<file path="config.mk">
export PLATFORM = sky130hd
export DESIGN_NAME = mult_div_unit
export DESIGN_NICKNAME = d
export VERILOG_FILES = /design/src/rtl/mult_div_unit.sv
export SDC_FILE = /design/constraint.sdc
export NUM_CORES = 1
export LEC_CHECK = 0
export CORE_ASPECT_RATIO = 1.75
export CORE_MARGIN = 1.5
export CORE_UTILIZATION = 50
export DETAILED_ROUTE_END_ITERATION = 8
export GPL_TIMING_DRIVEN = 0
export PLACE_DENSITY = 0.78
export SYNTH_ARGS = -nofsm -noshare
export SYNTH_HDL_FRONTEND = slang
export SYNTH_SLANG_ARGS = --single-unit
</file>
<file path="constraint.sdc">
create_clock -name clk -period 2.9 [get_ports clk]
set_input_delay 0.58 -clock clk [delete_from_list [all_inputs] [get_ports clk]]
set_output_delay 0.58 -clock clk [all_outputs]
set_load 0.01 [all_outputs]
</file>
<file path="src/rtl/mult_div_unit.sv">
// rtl/mult_div_unit.sv - iterative unsigned MULTU/DIVU unit with HI/LO result registers
module mult_div_unit #(
  parameter int N = 32
) (
  input  logic         clk,
  input  logic         reset,
  input  logic         Start,
  input  logic         Op,
  input  logic [N-1:0] Operand_A,
  input  logic [N-1:0] Operand_B,
  input  logic         Result_Sel,
  output logic         Busy,
  output logic         Done,
  output logic         Div_Zero,
  output logic [N-1:0] Hi,
  output logic [N-1:0] Lo,
  output logic [N-1:0] Result
);

  localparam int CW = (N > 2) ? $clog2(N) : 1;
  localparam logic [CW-1:0] LAST = CW'(N - 1);

  typedef enum logic [1:0] {
    IDLE = 2'd0,
    RUN  = 2'd1,
    DONE = 2'd2
  } state_t;

  state_t        state, state_nxt;
  logic [CW-1:0] cnt;
  logic          op_q;
  logic          b_zero_q;
  // w_hi: P_hi (multiply) or remainder R (divide), one spare bit for carry/sign room
  logic [N:0]    w_hi;
  // w_lo: P_lo (multiply) or quotient Q (divide)
  logic [N-1:0]  w_lo;
  // w_d: multiplicand (multiply) or divisor (divide)
  logic [N-1:0]  w_d;

  logic [N:0]    mul_sum;
  logic [N:0]    div_shift;
  logic [N+1:0]  div_trial;
  logic [N:0]    hi_nxt;
  logic [N-1:0]  lo_nxt;
  logic          last_iter;

  assign last_iter = (state == RUN) && (cnt == LAST);

  // One iteration of shift-add multiply or restoring divide from the current working registers
  always_comb begin
    mul_sum   = '0;
    div_shift = '0;
    div_trial = '0;
    hi_nxt    = w_hi;
    lo_nxt    = w_lo;
    if (!op_q) begin
      mul_sum = {1'b0, w_hi[N-1:0]} + (w_lo[0] ? {1'b0, w_d} : '0);
      hi_nxt  = {1'b0, mul_sum[N:1]};
      lo_nxt  = {mul_sum[0], w_lo[N-1:1]};
    end else begin
      div_shift = {w_hi[N-1:0], w_lo[N-1]};
      div_trial = {1'b0, div_shift} - {2'b00, w_d};
      if (!div_trial[N+1]) begin
        hi_nxt = div_trial[N:0];
        lo_nxt = {w_lo[N-2:0], 1'b1};
      end else begin
        hi_nxt = div_shift;
        lo_nxt = {w_lo[N-2:0], 1'b0};
      end
    end
  end

  // State register
  always_ff @(posedge clk or negedge reset) begin
    if (!reset) state <= IDLE;
    else        state <= state_nxt;
  end

  // Next-state logic; Start outside IDLE is dropped
  always_comb begin
    state_nxt = state;
    case (state)
      IDLE:    if (Start) state_nxt = RUN;
      RUN:     if (cnt == LAST) state_nxt = DONE;
      DONE:    state_nxt = IDLE;
      default: state_nxt = IDLE;
    endcase
  end

  // Operand latch on accept, iteration during RUN
  always_ff @(posedge clk or negedge reset) begin
    if (!reset) begin
      cnt      <= '0;
      op_q     <= 1'b0;
      b_zero_q <= 1'b0;
      w_hi     <= '0;
      w_lo     <= '0;
      w_d      <= '0;
    end else if (state == IDLE && Start) begin
      cnt      <= '0;
      op_q     <= Op;
      b_zero_q <= Op && (Operand_B == '0);
      w_hi     <= '0;
      w_lo     <= Op ? Operand_A : Operand_B;
      w_d      <= Op ? Operand_B : Operand_A;
    end else if (state == RUN) begin
      cnt  <= cnt + CW'(1);
      w_hi <= hi_nxt;
      w_lo <= lo_nxt;
    end
  end

  // Result registers change only on the final iteration edge
  always_ff @(posedge clk or negedge reset) begin
    if (!reset) begin
      Hi       <= '0;
      Lo       <= '0;
      Div_Zero <= 1'b0;
    end else if (last_iter) begin
      Hi       <= hi_nxt[N-1:0];
      Lo       <= lo_nxt;
      Div_Zero <= b_zero_q;
    end
  end

  assign Busy   = (state == RUN);
  assign Done   = (state == DONE);
  assign Result = Result_Sel ? Hi : Lo;

endmodule

</file>
==> impl_metrics.tcl, run 1 <==
set metrics [dict create \
    rows 76 \
    grt.total_usage 0.411 \
    met3_usage 0.0742 \
    dr.pass1.iters 9 \
    ys_warn_count 0 \
    cts_buffers 17 \
    min_period_over_period 1.11 \
    drt_iter0_markers 1017 \
    synth_area_per_cell_um2 8.46 \
    finalClockSkew_ps 13.3 \
    area_growth_pct 39.5 \
    vias 13553 \
    cp_slowest_cell "dfrtp_2" \
    worstPathRequired_ps 3230 \
    syn_inst 1497 \
    critical-path-max-stage-delay_ps 490 \
    clockRootBuffer "clkbuf_16" \
    dieHeight_um 213 \
    syn-num-nets 1634 \
    fin_crit_ps 3220 \
    syn_area_um2 12700 \
    pin_count 168 \
    outcome "finished with violations" \
    synth.most_common_cell "dfrtp_1" \
    core_um2 24700 \
    nets 1892 \
    regToRegSetupSlack_ps -320 \
    startpoint_type "register" \
    ys_top_cells_by_count "dfrtp_1 (170), nand2_1 (163), a21oi_1 (132)" \
    finalSetupViolations 63 \
    layout_setup_ws_ps -318 \
    antenna_cells 0 \
    cts.sinks 170 \
    ys_async_sr_fraction 1.00 \
    crit_chain "and2_4 -> ha_4 -> fa_2 -> a211oi_4 -> and4bb_2 -> buf_4 -> o311ai_2 -> nand2_2 -> nor2_4 -> o21ai_2 -> xnor2_2 -> o22ai_1 -> a211o_1" \
    finalNonFillerCells 2080 \
    final_antenna_net_count 0 \
    fmax_ghz 0.311 \
    netlist.area_leader.share 0.336 \
    worstSkewPairLatency_ps 450 \
    drc 1 \
    ys_seq_area_frac 0.336 \
    timing.slew.headroom 0.272 \
    hold_buffers 0 \
    synth.area.top_cells "dfrtp_1 (34%), mux2i_1 (7.4%), ha_1 (6.5%)" \
    criticalPathCategory "register to register" \
    wl_per_cell_um 26.4 \
    antenna_found_initial 0 \
    worst_pin_slew_ps 1090 \
    rsz0062_at_grt "yes" \
    final_util 0.714 \
    synth_seq_cells 170 \
    initial_core_util 0.512 \
    grt_use_met2 0.693 \
    path_buf_inv 1 \
    synth_edf_count 0 \
    synth_ff_type "dfrtp_1" \
    grt_start_max_net_pins 92 \
    busiest_layer "met2" \
    maxCapViolations 0 \
    cts_tree "done" \
    grt_overflow 0 \
    grt_pass1_vias 13844 \
    viasPerCell 6.52 \
    hold_viol 0 \
    hp-class "input port to async pin" \
    wl_um 55000 \
    yosysUniqueCellTypes 84 \
    dp_cells 1975 \
    maxSlewViolCount 0 \
    cp_max_fo 6 \
    place.gp.congestion 0.988 \
    violations "DRC, setup timing" \
    critPathTopFamily "compound AO/OA/AOI/OAI gates" \
    ff2ff_path_depth 13 \
    synth.largest_area_cell "dfrtp_1" \
    cp-end-kind "register" \
    htree_levels 4 \
    r2r_end "Hi[25]$_DFFE_PN0P_" \
    path_clk_slew_ps 70 \
    clk_path_buf_depth 2 \
    worstPathArrival_ps 3550 \
    met1_usage 0.450 \
    layout-drive-gt1-share 0.234 \
    die_w_um 123 \
    grt_pass1_wl_um 79400 \
    place_hpwl_um 39400 \
    port_buffers 165 \
    regToRegStartpoint "w_lo[0]$_DFFE_PN0P_" \
    dieArea_um2 26300 \
]
==> through the flow <==
step	setup WS (ps)	hold WS, ps	TNS (ps)	cell area (µm²)
6_report	-318	122	-7580	17700
5_1_grt	-362	159	-10580	17700
4_1_cts	-246	135	-3320	16800
3_5_place_dp	-1210	460	-81170	14700
3_3_place_gp	-5720	452	-1048730	14700
2_1_floorplan	-17.5	284	-17.6	12700
==> cell type report <==
type                    count  area [µm²]
plain buffers              77         408
clock buffers              18         439
clock inverters            14         230
fillers                  1895        7060
inverters                  68         259
multi-input cells        1166        9170
flip-flops and latches    170        4270
well taps                 312         390
repair buffers            255        2490
==> cells by family after synthesis <==
group / Yosys count / synth area share
multiplexers: 138 / 0.114
adder cells (fa/ha/maj): 68 / 0.0684
AND/OR/NAND/NOR: 444 / 0.161
flip-flops: 170 / 0.336
AO/OA/AOI/OAI: 463 / 0.234
XOR/XNOR: 53 / 0.0367
buffers and inverters: 161 / 0.0499
==> metal layers <==
| metal | share of wire | vias up |
|---|---|---|
| li1 | - | 5922 |
| met1 | 0.33 | 6455 |
| met2 | 0.49 | 877 |
| met3 | 0.087 | 299 |
| met4 | 0.092 | 0 |
| met5 | 0 | - |
==> worst max-delay path by stage <==
stage	start	to	slack [ps]	cells after the start
floorplan	w_lo[0]$_DFFE_PN0P_	w_hi[29]$_DFFE_PN0P_	-20	12
global placement	reset	w_hi[29]$_DFFE_PN0P_	-5720	1
CTS	w_lo[0]$_DFFE_PN0P_	Hi[29]$_DFFE_PN0P_	-250	12
global route	w_lo[0]$_DFFE_PN0P_	Hi[25]$_DFFE_PN0P_	-360	13
finish	w_lo[0]$_DFFE_PN0P_	Hi[25]$_DFFE_PN0P_	-320	13
detailed placement	Start	Lo[8]$_DFFE_PN0P_	-1210	10
==> worst reg2reg max path: cells and delay by family (launching register included) <==
family	cells	cell delay, ps
fa+ha+maj	2	590
xor+xnor	1	180
flops	1	490
compound gates	5	910
simple gates	4	820
buf+inv	1	140
==> sequential cells by signal, summed over array words and instances, names as in the netlist <==
name and cells:
Div_Zero 1, Hi 32, Lo 32, b_zero_q 1
cnt 5, op_q 1, state 2, w_d 32
w_hi 32, w_lo 32
==> cells in the final DEF, fill, tap and decap left out, types with 8 or more instances in the layout <==
| master | count |
|---|---|
| o21ai_0 | 92 |
| and3_1 | 8 |
| mux2_2 | 43 |
| a21o_1 | 17 |
| clkbuf_1 | 43 |
| inv_1 | 60 |
| buf_6 | 16 |
| xnor2_1 | 25 |
| xor2_1 | 17 |
| nor2_1 | 123 |
| o211ai_1 | 15 |
| nor4_1 | 8 |
| nor2b_1 | 9 |
| ha_2 | 9 |
| a21oi_2 | 18 |
| clkbuf_16 | 19 |
| nor3_1 | 9 |
| ha_1 | 30 |
| a21oi_1 | 107 |
| xnor2_2 | 8 |
| buf_4 | 73 |
| ha_4 | 27 |
| o21ai_1 | 24 |
| mux2i_1 | 92 |
| clkdlybuf4s50_1 | 162 |
| buf_1 | 8 |
| a22o_1 | 13 |
| o21a_1 | 13 |
| a21oi_4 | 9 |
| a221oi_1 | 21 |
| nand2_1 | 157 |
| o31ai_1 | 13 |
| o21ai_2 | 19 |
| clkbuf_2 | 8 |
| and2_1 | 37 |
| dfrtp_2 | 13 |
| nand4_1 | 14 |
| dfrtp_1 | 157 |
| nand3_1 | 24 |
==> what timing repair did <==
action                     in CTS  in global routing
setup endpoints to repair     125                 89
cloned                          1                  2
setup buffers                  57                 29
pin swaps                      69                 58
resized for setup             234                126
Power of run 1 is not shown: default switching activity piles up to over one toggle a cycle in this logic, so the estimate is an artifact.
==> run 2, diff against run 1 <==
CAP_MARGIN = 20   (was unset)
CORE_UTILIZATION = 51   (was 50)
PLACE_DENSITY = 0.8   (was 0.78)
==> impl_metrics.tcl, run 2 (synthesized netlist as in run 1, its figures left out) <==
set metrics [dict create \
    final_cell_area_um2 18100 \
    violations "setup timing" \
    core_um2 24500 \
    outcome "finished with violations" \
    path_clk_slew_ps 70 \
    mostFrequentLayoutCell "clkdlybuf4s50_1" \
    maxCapViolations 0 \
    grt.total_usage 0.411 \
    grt_start_max_net_pins 123 \
    wl_per_cell_um 26.0 \
    grt_pass1_wl_um 78600 \
    initial_core_util 0.516 \
    viasPerCell 6.57 \
    fmax_ghz 0.310 \
    vias 13790 \
    pin_count 168 \
    drc 0 \
    rows 76 \
    worstSkewPairLatency_ps 450 \
    fin_crit_ps 3230 \
    cp-end-kind "register" \
    htree_levels 4 \
    clk_path_buf_depth 2 \
    min_period_over_period 1.11 \
    worstPathArrival_ps 3570 \
    dieHeight_um 211 \
    wl_um 54600 \
    area_growth_pct 42.8 \
    hp-class "input port to async pin" \
    port_buffers 165 \
    drt_iter0_markers 1092 \
    clockRootBuffer "clkbuf_16" \
    antenna_found_initial 0 \
    die_w_um 122 \
    dieArea_um2 25800 \
    rsz0062_at_grt "yes" \
    place_hpwl_um 39200 \
    maxSlewViolCount 0 \
    antenna_cells 0 \
    pre_cts_ws_ps -1160 \
    startpoint_type "register" \
    final_antenna_net_count 0 \
    hold_buffers 0 \
    finalSetupViolations 66 \
    grt_overflow 0 \
    nets 1910 \
    place_area_um2 14700 \
    cts_tree "done" \
    grt_pass1_vias 13659 \
    layout-drive-gt1-share 0.255 \
    finalClockSkew_ps 9.66 \
    cp_max_fo 4 \
    layout_common_cells "clkdlybuf4s50_1 (163), dfrtp_1 (158), nand2_1 (157)" \
    criticalPathCategory "register to register" \
    fin_hold_ws_ps 10.1 \
    worst_pin_slew_ps 1070 \
    cts.sinks 170 \
    dr.pass1.iters 6 \
    place.gp.congestion 0.993 \
    cts_buffers 17 \
    layout_setup_ws_ps -327 \
    hold_viol 0 \
    worstPathRequired_ps 3240 \
    timing.slew.headroom 0.285 \
]
==> run 2: metal layers <==
| metal | track usage | share of wire | vias to the layer above |
|---|---|---|---|
| li1 | - | - | 5979 |
| met1 | 0.453 | 0.33 | 6653 |
| met2 | 0.709 | 0.49 | 876 |
| met3 | 0.0692 | 0.085 | 282 |
| met4 | 0.289 | 0.090 | 0 |
| met5 | 0 | 0 | - |
==> run 2: stage by stage <==
stage / setup TNS [ps] / util / std cells
floorplan: -17.6 / - / 1497
detailed placement: -80270 / 0.601 / 1975
global route: -13690 / 0.737 / 2098
CTS: -6930 / 0.698 / 2071
finish: -12110 / 0.737 / 2098
global placement: -1038670 / 0.600 / 1974
==> run 2: area by class of cell <==
class | count | area (µm²)
Inverter | 68 | 259
Fill cell | 1755 | 6450
Buffer | 76 | 414
Tap cell | 312 | 390
Clock buffer | 18 | 429
Multi-Input combinational cell | 1166 | 9470
Clock inverter | 14 | 159
Sequential cell | 170 | 4270
Timing Repair Buffer | 274 | 2690
==> run 2: worst max-delay path, cell delays in order, from the launching register on <==
cell and delay (ps):
dfrtp_2 460, and2_4 180, ha_4 160, fa_2 410, a211oi_4 230, and4bb_2 280, or3_4 350, a21oi_4 200
o21ba_4 250, buf_6 120, xnor2_2 100, nor2_2 60, o31ai_1 290
==> run 2: what timing repair did <==
item / in CTS / in global routing
pin swaps: 73 / 89
gates resized for setup: 270 / 155
setup endpoints to repair: 130 / 75
gates cloned: 4 / 2
buffers inserted: 71 / 35
==> run 2: final timing paths <==
kind | depth (start not counted) | startpoint | endpoint | slack [ps]
worst max-delay path | 12 | w_lo[0]$_DFFE_PN0P_ | Hi[13]$_DFFE_PN0P_ | -330
worst min-delay path | 1 | reset | w_hi[30]$_DFFE_PN0P_ | 10
worst max register to register | 12 | w_lo[0]$_DFFE_PN0P_ | Hi[13]$_DFFE_PN0P_ | -330
worst min register to register | 2 | b_zero_q$_DFFE_PN0P_ | Div_Zero$_DFFE_PN0P_ | 480
max in group asynchronous | 2 | reset | w_hi[3]$_DFFE_PN0P_ | 1880
min in group clk | 2 | b_zero_q$_DFFE_PN0P_ | Div_Zero$_DFFE_PN0P_ | 480
Power of run 2 is left out for the same reason.
==> run 3, diff against run 2 <==
SLEW_MARGIN = 20   (was unset)
==> impl_metrics.tcl, run 3 (synthesized netlist as in run 1, its figures left out) <==
set metrics [dict create \
    cp-end-kind "register" \
    finalSetupViolations 63 \
    cts_tree "done" \
    place.gp.congestion 0.993 \
    port_buffers 165 \
    critPathTopFamily "compound AO/OA/AOI/OAI gates" \
    rows 76 \
    wl_um 53700 \
    regArea_um2 4270 \
    cts_buffers 17 \
    hp-class "input port to async pin" \
    highest_layer "met4" \
    multiInputGateArea_um2 9100 \
    criticalPathCategory "register to register" \
    grt_pass1_vias 13479 \
    hold_viol 0 \
    dr.pass1.iters 5 \
    cp_max_fo 6 \
    violations "setup timing" \
    core_um2 24500 \
    worstSkewPairLatency_ps 440 \
    dp_cells 1975 \
    grt_overflow 0 \
    crit_chain "and2_4 -> ha_4 -> fa_2 -> a211oi_4 -> and4bb_2 -> buf_4 -> o311ai_4 -> nand2_2 -> nor2_4 -> o21ai_2 -> xnor2_2 -> o22ai_2 -> a211o_1" \
    fin_crit_ps 3260 \
    initial_core_util 0.516 \
    finalClockSkew_ps 10.3 \
    tns_ps -11400 \
    vias 13572 \
    path_clk_slew_ps 70 \
    fmax_ghz 0.307 \
    layout_common_cells "clkdlybuf4s50_1 (162), dfrtp_1 (161), nand2_1 (159)" \
    rsz0062_at_grt "yes" \
    die_w_um 122 \
    grt.total_usage 0.410 \
    pin_count 168 \
    worstPathRequired_ps 3230 \
    drc 0 \
    grt_start_max_net_pins 97 \
    nets 1892 \
    mostFrequentLayoutCell "clkdlybuf4s50_1" \
    m1WireLength_um 18300 \
    viasPerCell 6.53 \
    maxSlewViolCount 0 \
    layout-drive-gt1-share 0.220 \
    clockRootBuffer "clkbuf_16" \
    fin_hold_ws_ps 97.4 \
    num-fill-cells 1838 \
    cts.sinks 170 \
    timing.slew.headroom 0.250 \
    cp_slowest_cell "dfrtp_2" \
    hold_buffers 0 \
    htree_levels 4 \
    place_hpwl_um 39200 \
    critical-path-max-stage-delay_ps 500 \
    path_buf_inv 1 \
    antenna_found_initial 1 \
    drt_iter0_markers 1224 \
    grt_pass1_wl_um 78400 \
    min_period_over_period 1.12 \
    finalNonFillerCells 2080 \
    wl_per_cell_um 25.8 \
    worst_pin_slew_ps 1120 \
    layout_setup_ws_ps -359 \
    area_growth_pct 38.9 \
    startpoint_type "register" \
    maxCapViolations 0 \
    dieHeight_um 211 \
    met3_length_um 4230 \
    clk_path_buf_depth 2 \
    wl_met2_um 26700 \
    outcome "finished with violations" \
    final_antenna_net_count 0 \
    dieArea_um2 25800 \
    worstPathArrival_ps 3590 \
]
run 3: cell count changes in the layout (fill, tap and decap cells not counted), sizes merged:
| cell | delta |
|---|---|
| bufinv | +2 |
| dlymetal6s2s | +1 |
| clkinvlp | +1 |
| clkinv | -4 |
| clkbuf | -1 |
| diode | +1 |
| clkdlybuf4s50 | -1 |
| buf | -17 |
run 3: final timing paths:
path / from / endpoint / slack [ps] / depth (start not counted)
setup reg to reg: w_lo[0]$_DFFE_PN0P_ / Hi[25]$_DFFE_PN0P_ / -360 / 13
hold reg to reg: b_zero_q$_DFFE_PN0P_ / Div_Zero$_DFFE_PN0P_ / 490 / 2
hold / removal: reset / w_hi[30]$_DFFE_PN0P_ / 100 / 1
setup / recovery: w_lo[0]$_DFFE_PN0P_ / Hi[25]$_DFFE_PN0P_ / -360 / 13
max in group asynchronous: reset / w_hi[7]$_DFFE_PN0P_ / 1860 / 2
min in group clk: b_zero_q$_DFFE_PN0P_ / Div_Zero$_DFFE_PN0P_ / 490 / 2
run 3: per-layer routing:
| metal | up-vias | global-route usage |
|---|---|---|
| met4 | 0 | 0.286 |
| met5 | - | 0 |
| met2 | 859 | 0.704 |
| met3 | 274 | 0.0695 |
| li1 | 5927 | - |
| met1 | 6512 | 0.456 |
run 3: what timing repair did:
item / in CTS / in global routing
resized for setup: 237 / 110
pin swaps: 57 / 50
cloned: 3 / 1
buffers inserted: 54 / 30
endpoints found under the setup margin: 130 / 93
run 3: area by class of cell:
class	count	share of cell area
Antenna cell	1	0.000142
Buffer	81	0.0256
Clock buffer	18	0.0244
Clock inverter	13	0.0109
Inverter	68	0.0148
Multi-Input combinational cell	1166	0.518
Sequential cell	170	0.243
Tap cell	312	0.0222
Timing Repair Buffer	251	0.141
run 3: stage by stage:
| stage | setup WS [ps] | util | cell area, µm² |
|---|---|---|---|
| final | -359 | 0.717 | 17600 |
| after global routing | -413 | 0.716 | 17600 |
| after CTS | -272 | 0.688 | 16900 |
| after detailed placement | -1150 | 0.601 | 14700 |
| after global placement | -5680 | 0.600 | 14700 |
| after floorplan | -17.5 | - | 12700 |
Power of run 3 is left out for the same reason.
==> patch, RTL diff (flow settings as in run 1) <==
Re-encode `state_t` (3 states) as one-hot, 3 bits wide.
--- a/src/rtl/mult_div_unit.sv
+++ b/src/rtl/mult_div_unit.sv
@@ -22,6 +22,6 @@
 
-  typedef enum logic [1:0] {
-    IDLE = 2'd0,
-    RUN  = 2'd1,
-    DONE = 2'd2
+  typedef enum logic [2:0] {
+    IDLE = 3'b001,
+    RUN  = 3'b010,
+    DONE = 3'b100
   } state_t;
Check against the original RTL: same outputs for any inputs over 10 cycles, from zero or initial values and one cycle with reset low; not proved beyond that.
==> patch against run 1 <==
- the flow finishes with violations (capacitance limit, setup timing)
- hold slack got worse by 0.079 ns
- count of clock-buffer cells in the layout unchanged
- clock skew decreased by 0.0032 ns
- sequential share of layout area is 1.1 points higher
- area after synthesis is 5.2% lower
- final area decreased by 3.5%
- worst setup slack lost 0.14 ns
- wire length decreased by 8.9%
- sequential cell count up 1
==> patch: results <==
drt:
  drt_iter0_drc: 1176
  dr.pass1.iters: 7
  wire_per_inst_um: 26.04
  wl_met1_mm: 16.79
  vias: 12640
  wl_met3_mm: 4.246
grt:
  grt_pass1_wl_mm: 70.43
  grt_start_max_net_pins: 123
  use_met2_pct: 64.55
  use_met1_pct: 40.79
cells_and_area:
  multi_input_area_mm2: 0.008747
  seq_share_pct: 25.24
  buf_share_pct: 16.47
  nNetsFinal: 1743
  postLayoutCoreUtil_pct: 72.78
  fin_cells: 1922
sta:
  final-setup-viol-count: 78
  finalWorstSetupSlack_ns: -0.4630
  worst_hold_slack_ns: 0.04302
  skew_ns: 0.01010
logic_synthesis:
  synth_mux_area_share_pct: 14.24
  synthesis.nets: 1481
  netlist_top_cells_count: "197 x nand2_1, 170 x dfrtp_1, 110 x mux2i_1"
  synthAdderAreaFrac_pct: 7.215
  synth_xor_area_share_pct: 3.722
  seq_area_frac_synth_pct: 35.67
  yosys.cell_types.count: 73
outcome:
  violations: "capacitance limit, setup timing"
  status: "finished with violations"
placed_design:
  hpwl_mm: 33.14
pwr:
  power_mw: 20.40
setup_path:
  critPathMaxStageDelay_ns: 0.52
  cp_max_fo: 7
job:
  drv_cap: 1
## patch: worst register-to-register path, stage by stage (launching register included)
cell	delay [ns]
dfrtp_2	0.52
and2_4	0.20
ha_4	0.16
fa_2	0.40
a211oi_4	0.28
o21ai_2	0.11
a31o_2	0.30
a31o_4	0.30
nand2_1	0.20
a21oi_1	0.16
xor2_1	0.18
mux2i_1	0.18
buf_4	0.17
o21ai_1	0.05
## patch: how the worst max path moves through the flow
stage / startpoint / endpoint
finish: w_lo[0] / w_hi[23]
global route: w_lo[0] / Hi[23]
CTS: w_lo[0] / w_hi[24]
detailed placement: w_lo[0] / Hi[31]
global placement: reset / Lo[24]
floorplan: w_lo[0] / Hi[24]
## patch: what timing repair did
item                                    CTS  global route
endpoints found under the setup margin  132            66
pin swaps                                68            60
cloned                                    4             1
endpoints found under the hold margin     0             0
setup buffers                            46            39
gates resized for setup                 236           124
